--- config.mk ---
export PLATFORM = sky130hd
export DESIGN_NAME = interrupt_controller12_flat
export DESIGN_NICKNAME = d
export VERILOG_FILES = /design/src/rtl/interrupt_controller12_if.sv /design/src/rtl/interrupt_controller12.sv /design/src/flat_wrapper.sv
export SDC_FILE = /design/constraint.sdc
export NUM_CORES = 1
export LEC_CHECK = 0
export ABC_AREA = 1
export BUFFER_PORTS_ARGS = -buffer_cell sky130_fd_sc_hd__buf_4
export CORE_MARGIN = 4
export CORE_UTILIZATION = 45
export CTS_CLUSTER_DIAMETER = 40
export DETAILED_ROUTE_END_ITERATION = 8
export PLACE_DENSITY = 0.79
export SLEW_MARGIN = 10
export SYNTH_ARGS = -nofsm -noshare
export SYNTH_HDL_FRONTEND = slang
export SYNTH_SLANG_ARGS = --single-unit
--- constraint.sdc ---
create_clock -name clk -period 3.2 [get_ports clk]
set_clock_uncertainty 0.2 [all_clocks]
set_input_delay 0 -clock clk [delete_from_list [all_inputs] [get_ports clk]]
set_output_delay 0 -clock clk [all_outputs]
set_load 0.01 [all_outputs]
--- src/rtl/interrupt_controller12_if.sv ---
// Bundle of the interrupt request lines, configuration bus and processor
// handshake shared by the controller and whatever drives it.
interface interrupt_controller12_if;
    logic [23:0] irq;
    logic        cfg_wr;
    logic [1:0]  cfg_addr;
    logic [11:0] cfg_wdata;
    logic [11:0] cfg_rdata;
    logic        int_req;
    logic [4:0]  int_id;
    logic [23:0] int_vector;
    logic        int_ack;
    logic        int_done;
    logic        in_service;

    modport master (
        output irq, cfg_wr, cfg_addr, cfg_wdata, int_ack, int_done,
        input  cfg_rdata, int_req, int_id, int_vector, in_service
    );

    modport slave (
        input  irq, cfg_wr, cfg_addr, cfg_wdata, int_ack, int_done,
        output cfg_rdata, int_req, int_id, int_vector, in_service
    );
endinterface

--- src/rtl/interrupt_controller12.sv ---
// 24-line edge-triggered interrupt controller: per-line mask, W1C pending,
// fixed lowest-index-first priority and a single-level request/service handshake.
module interrupt_controller12 #(
    parameter logic [23:0] VECTOR_BASE = 24'o00000100
) (
    input  logic                      clk,
    input  logic                      rst,
    interrupt_controller12_if.slave   bus
);
    typedef enum logic [1:0] {IDLE, REQ, SERVICE} state_t;

    state_t      state_reg, state_next;
    logic [23:0] irq_prev_reg;
    logic [23:0] pending_reg, pending_next;
    logic [23:0] mask_reg, mask_next;
    logic [4:0]  int_id_reg, int_id_next;
    logic [23:0] rise, cfg_clr, ack_clr, eligible;
    logic [4:0]  top_id;

    for (genvar gi = 0; gi < 24; gi++) begin : g_rise
        assign rise[gi] = bus.irq[gi] & ~irq_prev_reg[gi];
    end

    always_comb begin
        cfg_clr   = '0;
        mask_next = mask_reg;
        if (bus.cfg_wr) begin
            case (bus.cfg_addr)
                2'd0:    mask_next[11:0]  = bus.cfg_wdata;
                2'd1:    mask_next[23:12] = bus.cfg_wdata;
                2'd2:    cfg_clr[11:0]    = bus.cfg_wdata;
                default: cfg_clr[23:12]   = bus.cfg_wdata;
            endcase
        end
    end

    assign ack_clr      = (state_reg == REQ && bus.int_ack) ? (24'd1 << int_id_reg) : 24'd0;
    // New edges are OR-ed in last so a set beats a clear on the same bit.
    assign pending_next = (pending_reg & ~(cfg_clr | ack_clr)) | rise;
    assign eligible     = pending_reg & mask_reg;

    always_comb begin
        top_id = 5'd0;
        for (int i = 23; i >= 0; i--) begin
            if (eligible[i]) top_id = 5'(i);
        end
    end

    always_comb begin
        state_next  = state_reg;
        int_id_next = int_id_reg;
        case (state_reg)
            IDLE: begin
                if (eligible != 24'd0) begin
                    state_next  = REQ;
                    int_id_next = top_id;
                end
            end
            REQ: begin
                // Ack takes precedence; otherwise withdraw once the line is no longer live.
                if (bus.int_ack)
                    state_next = SERVICE;
                else if (!(pending_next[int_id_reg] && mask_reg[int_id_reg]))
                    state_next = IDLE;
            end
            SERVICE: begin
                if (bus.int_done) state_next = IDLE;
            end
            default: state_next = IDLE;
        endcase
    end

    always_ff @(posedge clk or posedge rst) begin
        if (rst) begin
            state_reg    <= IDLE;
            irq_prev_reg <= '0;
            pending_reg  <= '0;
            mask_reg     <= '0;
            int_id_reg   <= '0;
        end else begin
            state_reg    <= state_next;
            irq_prev_reg <= bus.irq;
            pending_reg  <= pending_next;
            mask_reg     <= mask_next;
            int_id_reg   <= int_id_next;
        end
    end

    assign bus.int_req    = (state_reg == REQ);
    assign bus.in_service = (state_reg == SERVICE);
    assign bus.int_id     = int_id_reg;
    assign bus.int_vector = VECTOR_BASE + {18'd0, int_id_reg, 1'b0};

    always_comb begin
        case (bus.cfg_addr)
            2'd0:    bus.cfg_rdata = mask_reg[11:0];
            2'd1:    bus.cfg_rdata = mask_reg[23:12];
            2'd2:    bus.cfg_rdata = pending_reg[11:0];
            default: bus.cfg_rdata = pending_reg[23:12];
        endcase
    end
endmodule

--- src/flat_wrapper.sv ---
// flat-port wrapper written by rule: the top's interface ports become plain ports
module interrupt_controller12_flat 
#(
    parameter logic [23:0] VECTOR_BASE = 24'o00000100
)
  (clk, rst, bus_irq, bus_cfg_wr, bus_cfg_addr, bus_cfg_wdata, bus_int_ack, bus_int_done, bus_cfg_rdata, bus_int_req, bus_int_id, bus_int_vector, bus_in_service);
  interrupt_controller12_if bus_i ();
  input  logic clk;
  input  logic rst;
  input wire logic [$bits(bus_i.irq)-1:0] bus_irq;
  input wire logic [$bits(bus_i.cfg_wr)-1:0] bus_cfg_wr;
  input wire logic [$bits(bus_i.cfg_addr)-1:0] bus_cfg_addr;
  input wire logic [$bits(bus_i.cfg_wdata)-1:0] bus_cfg_wdata;
  input wire logic [$bits(bus_i.int_ack)-1:0] bus_int_ack;
  input wire logic [$bits(bus_i.int_done)-1:0] bus_int_done;
  output wire logic [$bits(bus_i.cfg_rdata)-1:0] bus_cfg_rdata;
  output wire logic [$bits(bus_i.int_req)-1:0] bus_int_req;
  output wire logic [$bits(bus_i.int_id)-1:0] bus_int_id;
  output wire logic [$bits(bus_i.int_vector)-1:0] bus_int_vector;
  output wire logic [$bits(bus_i.in_service)-1:0] bus_in_service;
  assign bus_i.irq = bus_irq;
  assign bus_i.cfg_wr = bus_cfg_wr;
  assign bus_i.cfg_addr = bus_cfg_addr;
  assign bus_i.cfg_wdata = bus_cfg_wdata;
  assign bus_i.int_ack = bus_int_ack;
  assign bus_i.int_done = bus_int_done;
  assign bus_cfg_rdata = bus_i.cfg_rdata;
  assign bus_int_req = bus_i.int_req;
  assign bus_int_id = bus_i.int_id;
  assign bus_int_vector = bus_i.int_vector;
  assign bus_in_service = bus_i.in_service;
  interrupt_controller12 #(.VECTOR_BASE(VECTOR_BASE)) u_core (.clk(clk), .rst(rst), .bus(bus_i));
endmodule
======== Word level (Yosys, flattened, before mapping) ========
Index checks and enable logic that the tools add are counted.
storage, ports and cells
  flip-flop bits (word level) ............. 79
  logic and storage cells ................. 117
operators by class
  add/subtract/negate cells ............... 1
  order comparisons ....................... 1
  equality and inequality tests ........... 7
  shift-type cells ........................ 1
  muxes and demuxes ....................... 38
  bitwise operators ....................... 53
  reduce and logical (&&, ||, !) cells .... 10
operators with widths
  operator                                                                number
  5-bit two-way mux                                                       24
  24-bit AND                                                              2
  24-bit two-way mux                                                      2
  24-bit OR                                                               2
  12-bit case mux with 3 select lines                                     1
  1-bit AND                                                               24
  12-bit two-way mux                                                      2
  1-bit inverter                                                          24
  24-bit inverter                                                         1
  24-bit nonzero test                                                     1
  1-bit by 5-bit left shift with 24-bit output (first input constant)     1
  1-bit binary-select mux with 5-bit select                               2
  7-bit by 6-bit adder with 8-bit output (first input constant)           1
  2-bit two-way mux                                                       4
  5-bit by 6-bit < comparator with 1-bit output (second input constant)   1
  2-bit case mux with 3 select lines                                      1
  2-bit AND reduction                                                     3
  2-bit by 1-bit equality test with 1-bit output (second input constant)  2
  2-bit equality test (second input constant)                             2
  2-bit zero test                                                         2
  3-bit inequality test (second input constant)                           1
  3-bit AND reduction                                                     1
  3-bit OR reduction                                                      1
  1-bit logical AND                                                       2
  3 further kinds                                                         4

======== Depth between registers and ports, before layout ========
  depth after elaboration ................. 25
  mapped depth ............................ 26
  mapped depth without buffers ............ 26

======== Least setup slack after synthesis ========
OpenSTA, ideal clock, no wires.
  path kind ............................... flip-flop to flip-flop
  start ................................... register u_core.int_id_reg[0] (netlist: u_core.bus.int_id[0])
  end ..................................... register u_core.state_reg[0]
  library setup time ...................... 0.137 ns
  arrival time ............................ 1.620 ns
  data required time ...................... 2.863 ns
  path slack .............................. 1.243 ns
  cell stages (with the launch flop) ...... 14
  path buffers ............................ 0
  period minus slack after synthesis ...... 1.957 ns
  cell sequence ........................... dfrtp_1 > inv_2 > nor2_4 > inv_2 > nor3_2 > nand2_1 > a32oi_1 > inv_1 > o21ai_1 > nor3_1 > o21ai_1 > nand2_1 > nand3_1 > o21ai_1
between the ends
  word-level cells in the longest chain between the ends .. 11
RTL lines
  element                                       line                          RTL
  start, declared                               interrupt_controller12.sv:16  logic [4:0] int_id_reg, int_id_next;
  start signal, assigned                        interrupt_controller12.sv:85  int_id_reg <= int_id_next;
  1-bit by 5-bit left shift with 24-bit output  interrupt_controller12.sv:37  assign ack_clr = (state_reg == REQ && bus.int_ack) ? (24'd1 << int_id_reg) : 24'd0;
  24-bit two-way mux                            interrupt_controller12.sv:37
  24-bit OR                                     interrupt_controller12.sv:39  assign pending_next = (pending_reg & ~(cfg_clr | ack_clr)) | rise;
  24-bit inverter                               interrupt_controller12.sv:39
  24-bit AND                                    interrupt_controller12.sv:39
  24-bit OR                                     interrupt_controller12.sv:39
  net u_core.pending_next[21]                   interrupt_controller12.sv:14  logic [23:0] pending_reg, pending_next;
  1-bit binary-select mux with 5-bit select     interrupt_controller12.sv:63  else if (!(pending_next[int_id_reg] && mask_reg[int_id_reg]))
  1-bit two-way mux (not written as such)       interrupt_controller12.sv:63
  1-bit logical AND                             interrupt_controller12.sv:63
  3-bit inequality test (no line)               --
  3-bit AND reduction (no line)                 --
  end signal, assigned                          interrupt_controller12.sv:81  state_reg <= state_next;
  end, declared                                 interrupt_controller12.sv:12  state_t state_reg, state_next;
The timed path passes the listed nets, and every way through them passes these cells. The select of a mux whose other input is x is not followed.
A chain may end at the register's enable or synchronous reset.

======== Worst setup path in the final report ========
Ends and elaborated chain as after synthesis.

==> flow_summary.toml <==
[drt]
antenna_left = 0
post_drt_wl_per_cell_um = 19.0
drt_iter0_markers = 437
vias = 4329
wirelength_mm = 14.4
drt_pass1_iterations = 5
vias_per_cell = 5.73
drc = 0

[sta]
slew_headroom_pct = 59.8
rsz0062_at_grt = "false"
post-route-period-util_pct = 90.1
setup_viol = 0
max_slew.worst_pin.slew_ps = 602
setup_ws_ps = 317
hold_viol_final = 0
period_minus_slack_ps = 2880
drv_slew = 0
fin_setup_tns_ps = 0
fmax_mhz = 347

[yosys]
synth_area_sq_mm = 0.00424
synth_top_flop_cell = "dfrtp_1"
avgSynthCellArea_sq_um = 7.99
async_flop_share_pct = 100
yosysWarnings = 0
ys_seq_elements = 79
ys_seq_area_share_pct = 46.6
syn_inst = 531
yosysUniqueCellTypes = 37
synth_edf_count = 0

[die]
die_h_um = 105
dieWidth_um = 105
ios = 86
initial_core_util_pct = 46.1
placeableCoreArea_sq_mm = 0.00920
rows = 35
die_area_sq_mm = 0.0110

[pwr]
p_leak_nw = 2.60
swShare_pct = 42.1
p_comb_share_pct = 40.3
pwr-share-clk_pct = 21.4
ir_worst_vdd_mv = 0.280
switchingPower_mw = 1.48
internal_power_mw = 2.04
seqPwrFrac_pct = 38.3
p_per_area_mw_per_mm2 = 652

[clocking]
cts_tree = "done"
cts_root_buf = "clkbuf_8"
clkLatencyLatePin_ps = 370
clock_path_buffers = 2
cts_inserted_buffers = 9
cts_resized = 0
clkSinkCount = 79
h-tree-depth = 3
clk_pin_slew_worst_paths_ps = 90

[setup_path]
ff2ff_path_depth = 14
crit_type = "reg2reg"
r2r_end = "u_core.state_reg[0]"
cp_data_arrival_time_ps = 2920
crit_slowest_cell = "dlygate4sd3_1"
critPathMostFrequentCell = "o21ai_1"
worstPathCellList = "inv_2 -> nor2_4 -> inv_2 -> nor3_2 -> nand2_1 -> a32oi_1 -> dlygate4sd3_1 -> inv_1 -> o21ai_1 -> nor3_1 -> o21ai_1 -> nand2_1 -> nand3_1 -> o21ai_1"
slowest_delay_ps = 570
r2r-start = "u_core.bus.int_id[0]"
rrSetupSlack_ps = 320
start_kind = "flop"
cp-end-kind = "flop"
critPathRequiredTime_ps = 3240
path_max_fanout = 12

[cells_and_area]
final_util_pct = 58.7
nFillCells = 817
final_area_sq_mm = 0.00540
drive_gt1_share_pct = 18.0
nets = 683
final-instance-count-excl-fill = 756
antenna_cells = 0
area_growth_pct = 27.4

[placed_design]
place.gp.congestion = 1.03
place_area_sq_mm = 0.00475
place_ws_ps = 780
port_buffers = 66
hpwl_mm = 10.6
dp_cells = 694

[outcome]
outcome = "complete, no violations"

[global_route]
overflow = 0
antenna_found_initial = 0
grt_max_degree = 33
grt_pass1_wl_mm = 22.7
grt_usage_pct = 26.5
grt_pass1_vias = 4308

[worst_hold_path]
min_from = "bus_cfg_addr[0]"
worstHoldPathType = "in2reg"
whs_path_depth = 6
min_to = "u_core.mask_reg[5]"

[flow_run]
maxCapViolCount = 0
## metrics by stage
step                      power (mW)  hold WS (ps)
after CTS                       3.49          59.3
after floorplan                 2.23          -169
final                           3.52          72.2
after global placement          2.67          -203
after global routing            3.72          93.8
after detailed placement        2.69          -203
## worst max-delay path: cells and delay by family (launching register included)
| kind | cells | cell delay, ps |
|---|---|---|
| flops | 1 | 520 |
| simple gates | 6 | 630 |
| compound gates | 4 | 530 |
| buf+inv | 4 | 880 |
## synth_stat cells, types with 4 or more instances
master | number | area share [%]
nor2_4 | 5 | 1.3
buf_2 | 4 | 0.47
a21oi_1 | 5 | 0.59
o21ai_1 | 24 | 2.8
inv_1 | 61 | 5.4
dfrtp_1 | 79 | 47
nor2_1 | 24 | 2.1
inv_2 | 7 | 0.62
clkbuf_1 | 9 | 0.80
nand2_1 | 144 | 13
buf_4 | 25 | 4.4
a31oi_1 | 4 | 0.59
o21ai_0 | 35 | 4.1
nand3_1 | 22 | 2.6
nor3_1 | 5 | 0.59
nand4_1 | 7 | 1.0
o311ai_1 | 9 | 1.9
o22ai_1 | 20 | 3.0
o2111ai_1 | 6 | 1.2
## area by class of cell
| type | count | area, sq um | share of cell area, % |
|---|---|---|---|
| Clock buffer | 11 | 131 | 2.43 |
| Clock inverter | 5 | 58.8 | 1.09 |
| Inverter | 70 | 264 | 4.89 |
| Multi-Input combinational cell | 361 | 1820 | 33.8 |
| Sequential cell | 79 | 1980 | 36.6 |
| Tap cell | 111 | 139 | 2.57 |
| Timing Repair Buffer | 119 | 1010 | 18.7 |
## metal layers
layer  vias up  GRT usage (%)  part of all wire (%)
li1       1949              -                     -
met3        53           6.61                   9.1
met5         -              0                     0
met1      2050           35.6                    42
met2       277           40.9                    45
met4         0           11.0                   3.9
## repair_timing
item,CTS,global route
hold buffers,46,0
setup buffers,0,0
endpoints found under the hold margin,153,0
## cells in the final DEF (no fill, tap or decap), types with 4 or more instances in the layout
cell,instances
o311ai_1,9
a31oi_1,4
inv_1,60
dlygate4sd3_1,46
conb_1,19
dfrtp_1,79
nor2_4,5
a21oi_1,5
nand4_1,7
nand3_1,22
nand2_1,144
o21ai_0,35
nor3_1,5
o2111ai_1,6
clkbuf_8,9
inv_2,7
o22ai_1,20
nor2_1,24
buf_4,73
o21ai_1,24
## power groups by stage
stage	registers (mW)	clock network, mW	logic (mW)
2_1_floorplan	1.32	0	0.909
3_3_place_gp	1.35	0	1.31
3_5_place_dp	1.36	0	1.33
4_1_cts	1.34	0.757	1.39
5_1_grt	1.37	0.806	1.55
6_report	1.35	0.755	1.42
## cells by family after synthesis
group | Yosys count | synth area share [%]
other | 2 | 0.177
AOI/OAI and AO/OA | 121 | 17.8
buffers and inverters | 108 | 11.9
and+or+nand+nor | 220 | 23.3
DFF | 79 | 46.6
muxes | 1 | 0.266
## how the worst max path moves through the flow
stage / cells past startpoint / endpoint / from
6_report: 14 / u_core.state_reg[0] / u_core.bus.int_id[0]
5_1_grt: 14 / u_core.state_reg[0] / u_core.bus.int_id[0]
4_1_cts: 14 / u_core.state_reg[0] / u_core.bus.int_id[0]
3_5_place_dp: 13 / u_core.state_reg[0] / u_core.bus.int_id[1]
3_3_place_gp: 13 / u_core.state_reg[0] / u_core.bus.int_id[1]
2_1_floorplan: 1 / u_core.bus.int_id[0] / rst
(Power assumes the default switching activity.)
